**src/rtl/udp_deglitch_delay.sv**
```systemverilog
// Clocked transport-delay line and minimum-pulse-width filter for a single-bit UDP flop output.
// Define UDP_DEGLITCH_STATS_EN to build the saturating rise/fall edge counters; otherwise they read 0.
module udp_deglitch_delay #(
    parameter int unsigned DELAY     = 3,
    parameter logic        INIT      = 1'b1,
    parameter int unsigned MIN_WIDTH = 2,
    parameter int unsigned CNT_W     = 8
) (
    input  logic             clk,
    input  logic             rst_n,
    input  logic             d_in,
    input  logic             en,
    output logic             q_dly,
    output logic             q_filt,
    output logic             glitch,
    output logic [CNT_W-1:0] rise_cnt,
    output logic [CNT_W-1:0] fall_cnt
);

    if (DELAY < 1 || DELAY > 16) begin : g_bad_delay
        $error("udp_deglitch_delay: DELAY=%0d outside 1..16", DELAY);
    end
    if (MIN_WIDTH < 1 || MIN_WIDTH > 15) begin : g_bad_min_width
        $error("udp_deglitch_delay: MIN_WIDTH=%0d outside 1..15", MIN_WIDTH);
    end
    if (CNT_W < 1) begin : g_bad_cnt_w
        $error("udp_deglitch_delay: CNT_W must be at least 1");
    end

    typedef enum logic {STABLE, PENDING} state_t;

    localparam logic [3:0] RUN_LAST = 4'(MIN_WIDTH - 1);

    state_t           state_q, state_d;
    logic [DELAY-1:0] dly_q, dly_d;
    logic [3:0]       run_q, run_d;
    logic             filt_q, filt_d;
    logic             glitch_q, glitch_d;
    logic             diff;
    logic             commit;

    // Case inequality so an X on d_in counts as a differing sample.
    assign diff = (d_in !== filt_q);

    always_comb begin
        dly_d = dly_q;
        if (en) begin
            dly_d[0] = d_in;
            for (int unsigned i = 1; i < DELAY; i++) begin
                dly_d[i] = dly_q[i-1];
            end
        end
    end

    always_comb begin
        state_d  = state_q;
        run_d    = run_q;
        filt_d   = filt_q;
        glitch_d = 1'b0;
        commit   = 1'b0;
        if (en) begin
            case (state_q)
                STABLE: begin
                    if (diff) begin
                        if (MIN_WIDTH == 1) begin
                            filt_d = d_in;
                            commit = 1'b1;
                        end else begin
                            state_d = PENDING;
                            run_d   = 4'd1;
                        end
                    end
                end
                PENDING: begin
                    if (diff) begin
                        if (run_q == RUN_LAST) begin
                            filt_d  = d_in;
                            commit  = 1'b1;
                            run_d   = '0;
                            state_d = STABLE;
                        end else begin
                            run_d = run_q + 4'd1;
                        end
                    end else begin
                        state_d  = STABLE;
                        run_d    = '0;
                        glitch_d = 1'b1;
                    end
                end
                default: begin
                    state_d = STABLE;
                    run_d   = '0;
                end
            endcase
        end
    end

    always_ff @(posedge clk or negedge rst_n) begin
        if (!rst_n) begin
            dly_q    <= {DELAY{INIT}};
            state_q  <= STABLE;
            run_q    <= '0;
            filt_q   <= INIT;
            glitch_q <= 1'b0;
        end else begin
            dly_q    <= dly_d;
            state_q  <= state_d;
            run_q    <= run_d;
            filt_q   <= filt_d;
            glitch_q <= glitch_d;
        end
    end

    assign q_dly  = dly_q[DELAY-1];
    assign q_filt = filt_q;
    assign glitch = glitch_q;

`ifdef UDP_DEGLITCH_STATS_EN
    localparam logic [CNT_W-1:0] CNT_MAX = '1;

    logic [CNT_W-1:0] rise_q, fall_q;

    always_ff @(posedge clk or negedge rst_n) begin
        if (!rst_n) begin
            rise_q <= '0;
            fall_q <= '0;
        end else if (commit) begin
            if (d_in && rise_q != CNT_MAX) rise_q <= rise_q + CNT_W'(1);
            if (!d_in && fall_q != CNT_MAX) fall_q <= fall_q + CNT_W'(1);
        end
    end

    assign rise_cnt = rise_q;
    assign fall_cnt = fall_q;
`else
    logic stats_unused;
    assign stats_unused = commit;
    assign rise_cnt     = '0;
    assign fall_cnt     = '0;
`endif

endmodule

```
**config.mk**
```make
export PLATFORM = sky130hd
export DESIGN_NAME = udp_deglitch_delay
export DESIGN_NICKNAME = d
export VERILOG_FILES = /design/src/rtl/udp_deglitch_delay.sv
export SDC_FILE = /design/constraint.sdc
export NUM_CORES = 1
export LEC_CHECK = 0
export CORE_AREA = 2 2 42 44
export DETAILED_ROUTE_END_ITERATION = 6
export DIE_AREA = 0 0 44 46
export GPL_ROUTABILITY_DRIVEN = 0
export PLACE_DENSITY = 0.73
export SKIP_CTS_REPAIR_TIMING = 1
export SLEW_MARGIN = 20
export SYNTH_ARGS = -nofsm -noshare
export SYNTH_HDL_FRONTEND = slang
export SYNTH_SLANG_ARGS = --single-unit
```
**constraint.sdc**
```tcl
create_clock -name clk -period 1.8 [get_ports clk]
set_input_delay 0.36 -clock clk [delete_from_list [all_inputs] [get_ports clk]]
set_output_delay 0.36 -clock clk [all_outputs]
set_load 0.02 [all_outputs]
```
== Yosys cells after proc, flatten, opt, wreduce, memory -nomap -nowiden ==
Index checks and enable logic that the tools add are counted.

* $add $sub $neg: 1
* Multiply operators: 0
* Divide/modulo/power cells: 0
* Order comparisons: 0
* Equality and inequality tests: 3
* Shifts and indexed selects: 0
* Multiplexer cells: 11
* Bitwise gates (word level): 1
* Reductions and logical operators: 2

{| class="wikitable"
|+ Operators by type and width
! operator !! count
|-
| two-way mux 4 bit || 3
|-
| one-hot mux 4 bit (2 select lines) || 1
|-
| two-way mux 1 bit || 6
|-
| adder 4 x 1 -> 4 bit (second input constant) || 1
|-
| == test 4 x 1 -> 1 bit (second input constant) || 1
|-
| AND reduction 4 bit || 1
|-
| inequality test 2 bit (second input constant) || 1
|-
| one-hot mux 1 bit (2 select lines) || 1
|-
| AND reduction 2 bit || 1
|-
| !== test 1 bit || 1
|-
| inverter 1 bit || 1
|}

* Register bits after elaboration: 10
* Bits in latches: 0
* Bits in writable memories: 0
* Memory bits (read-only): 0
* Bits of input ports: 4
* Output and inout port bits: 19
* Logic and storage cells: 23
* Memories: 0

== Depth between registers and ports, before layout ==
* Word-level depth: 4
* Depth in mapped cells: 5
* Mapped depth without buffers: 5

== Least setup slack after synthesis ==
No wires, ideal clock.

* Path type: register to register
* From: register run_q[1]
* To: register filt_q, in the netlist q_filt
* Library setup time: 0.085 ns
* Data arrival time: 1.338 ns
* Required time: 1.715 ns
* Path slack: 0.377 ns
* Cell stages (with the launch flop): 6
* Path buffers: 0
* Period minus slack after synthesis: 1.423 ns
* Cell sequence: dfrtp_1 > inv_1 > ha_1 > or3b_4 > nor2_2 > mux2_1

* Cells in the longest elaborated chain, start to end: 2

{| class="wikitable"
|+ RTL lines
! item !! RTL line !! text
|-
| from (decl) || 36 || <nowiki>logic [3:0] run_q, run_d;</nowiki>
|-
| from (signal assigned) || 108 || <nowiki>run_q <= run_d;</nowiki>
|-
| == test 4 x 1 -> 1 bit || 76 || <nowiki>if (run_q == RUN_LAST) begin</nowiki>
|-
| AND reduction 4 bit (no source line) || n/a ||
|-
| to (signal assigned) || 109 || <nowiki>filt_q <= filt_d;</nowiki>
|-
| to (decl) || 37 || <nowiki>logic filt_q, filt_d;</nowiki>
|}

No other way between the ends.
A chain may end at the register's enable or synchronous reset.

== Worst setup path in the final report ==
* From: register dly_q[2]
* To: output q_dly

{| class="wikitable"
|+ RTL lines
! item !! RTL line !! text
|-
| from (decl) || 35 || <nowiki>logic [DELAY-1:0] dly_q, dly_d;</nowiki>
|-
| from (signal assigned) || 100 || <nowiki>dly_q <= {DELAY{INIT}};</nowiki>
|-
| from (signal assigned) || 106 || <nowiki>dly_q <= dly_d;</nowiki>
|-
| to (decl) || 13 || <nowiki>output logic q_dly,</nowiki>
|}

No word-level cell between the ends.

==> metrics.yaml <==
arrival_ns: 1.38
setup_viol: 0
yosysWarningCount: 0
critPathMaxFanout: 2
p_total_mw: 0.9102
worst-path-buf-inv: 1
syn_to_final_growth_pct: 9.381
netlist_area_um2: 626.9
worst_ir_drop_vdd_mv: 0.4736
grt_pass1_wl_um: 1504
maxSlewViolCount: 0
cp-end-kind: "output pin"
post-route-period-util_pct: 96.82
ff_latch_area_um2: 255.2
rsz0062_at_grt: "no"
crit_type: "flip-flop to output pin"
p_per_area_nw_per_um2: 1327
wl_per_cell_um: 10.66
r2r_end: "q_filt"
postRouteWirelength_um: 906
start_util_pct: 38.84
grt_pass1_vias: 353
fin_crit_ns: 1.743
whs_ns: 0.3987
cts.sinks: 10
vias_per_cell: 4.541
crit_slowest_cell: "clkdlybuf4s50_1"
startpoint_type: "flip-flop"
drtIter0Drc: 0
num_rows: 15
cts.clk_slew.worst_paths_ns: 0.07
clock_latency_ns: 0.27
antenna_found_initial: 0
setup_tns_ns: 0
reg2reg_from: "run_q[1]"
multi_input_area_um2: 295.3
die-width_um: 44
die_h_um: 46
maxCapViolCount: 0
fin_skew_ns: 0.002519
dp_hpwl_um: 708
cp_top_family: "buffers and inverters"
yosysSeqAreaShare_pct: 40.72
clk_path_buf_depth: 2
final_nets: 75
timing.fmax_mhz: 573.8
gr-total-overflow: 0
min_path_type: "input port to asynchronous set/reset pin"
reg2reg_depth: 5
drtAntennaViolNets: 0
drc: 0
cts_tree: "built"
drive_above_1_share_pct: 26.47
cts_buffers: 3
status: "finished clean"
power.leakage_nw: 0.3240
syn_area_per_cell_um2: 10.62
nFillCells: 164
dieArea_um2: 2024
port_buffers: 6
core-area_um2: 1614
r2r_slack_ns: 0.28
synth-seq-cells: 10
critical_path.max_stage_delay_ns: 0.59
ctsRootBufferMaster: "clkbuf_4"
finalHoldViolCount: 0
vias: 386
cp.required_ns: 1.44
dr.pass1.iters: 1
synth.distinct_cells: 26
antenna_cells: 0
grt_max_degree: 11
grt_use_total_pct: 11.12
synth_cells: 59
ctsHtreeMaxLevel: 1
io-pin-count: 23
cp_cell_sequence: "clkdlybuf4s50_1"
## synthesized netlist by cell type
master | count | share of area [%]
o22ai_1 | 1 | 1.0
buf_4 | 16 | 19
nand3_1 | 2 | 1.6
a32o_1 | 1 | 1.6
a211o_1 | 1 | 1.4
mux2_1 | 1 | 1.8
nand2_1 | 3 | 1.8
dfstp_2 | 4 | 17
dfrtp_1 | 6 | 24
o21ai_0 | 1 | 0.80
xor2_2 | 1 | 2.6
buf_2 | 1 | 0.80
nor2b_1 | 1 | 1.0
nor2_2 | 1 | 1.0
o21ai_2 | 1 | 1.4
a21oi_1 | 2 | 1.6
mux2i_1 | 1 | 1.6
inv_1 | 2 | 1.2
nor2_1 | 3 | 1.8
nor4b_2 | 1 | 2.4
conb_1 | 1 | 0.60
ha_1 | 2 | 4.0
o2bb2ai_1 | 1 | 1.4
or3b_4 | 1 | 1.8
mux2_2 | 3 | 5.4
and4_2 | 1 | 1.6
## cells by family after synthesis
family                   after synthesis  synth area share [%]
AO/OA/AOI/OAI                          8                 9.182
adder cells (fa/ha/maj)                2                 3.991
other                                  1                0.5982
buffers and inverters                 19                 21.16
multiplexers                           5                 8.782
flip-flops                            10                 40.72
XOR/XNOR                               1                 2.596
AND/OR/NAND/NOR                       13                 12.97
## worst max path at each step
stage	startpoint	endpoint	slack (ns)	cells after the start
detailed placement	d_in	run_q[3]	0.03	4
finish	dly_q[2]	q_dly	0.06	1
CTS	q_filt	q_filt	-0.01	1
global route	dly_q[2]	q_dly	0.002	1
global placement	d_in	run_q[3]	0.10	4
floorplan	run_q[1]	q_filt	0.38	5
## routing by layer
metal	global-route usage, %	wire (um)	part of all wire [%]
met2	18.82	452	50
met4	7.273	20	2.2
met1	10.41	388	43
met3	5.952	45	5.0
met5	0	0	0
## final cells by class
| cell class | count | share of cell area [%] |
|---|---|---|
| multi-input cells | 45 | 43.07 |
| flip-flops and latches | 10 | 37.23 |
| repair buffers | 7 | 10.22 |
| clock buffers | 4 | 5.292 |
| well taps | 17 | 3.102 |
| inverters | 2 | 1.095 |
## per-stage QoR
step / util, % / worst slack [ns] / area (um2) / instances
finish: 42.48 / 0.05719 / 685.7 / 85
floorplan: - / 0.3773 / 683.2 / 74
CTS: 42.33 / -0.01375 / 683.2 / 85
detailed placement: 40.08 / 0.03030 / 646.9 / 81
global placement: 40.08 / 0.1014 / 646.9 / 81
global route: 42.48 / 0.002384 / 685.7 / 85
## registers in the layout (all words and copies together), names as in the netlist
name     flops
dly_q        3
glitch       1
q_filt       1
run_q        4
state_q      1
## cells in the final DEF, fill, tap and decap left out, drive strengths merged, types with 3 or more instances in the layout
cell type,count
nor2,4
dfstp,4
clkdlybuf4s50,5
nand2,3
dfrtp,6
mux2,4
conb,16
clkbuf,4
## where the power goes
group          internal (mW)  leakage (nW)  switching, mW
clock                  0.123        0.0210         0.0787
sequential             0.300         0.121         0.0667
combinational          0.153         0.182          0.189
No activity file was read; power rests on OpenSTA's default activity.
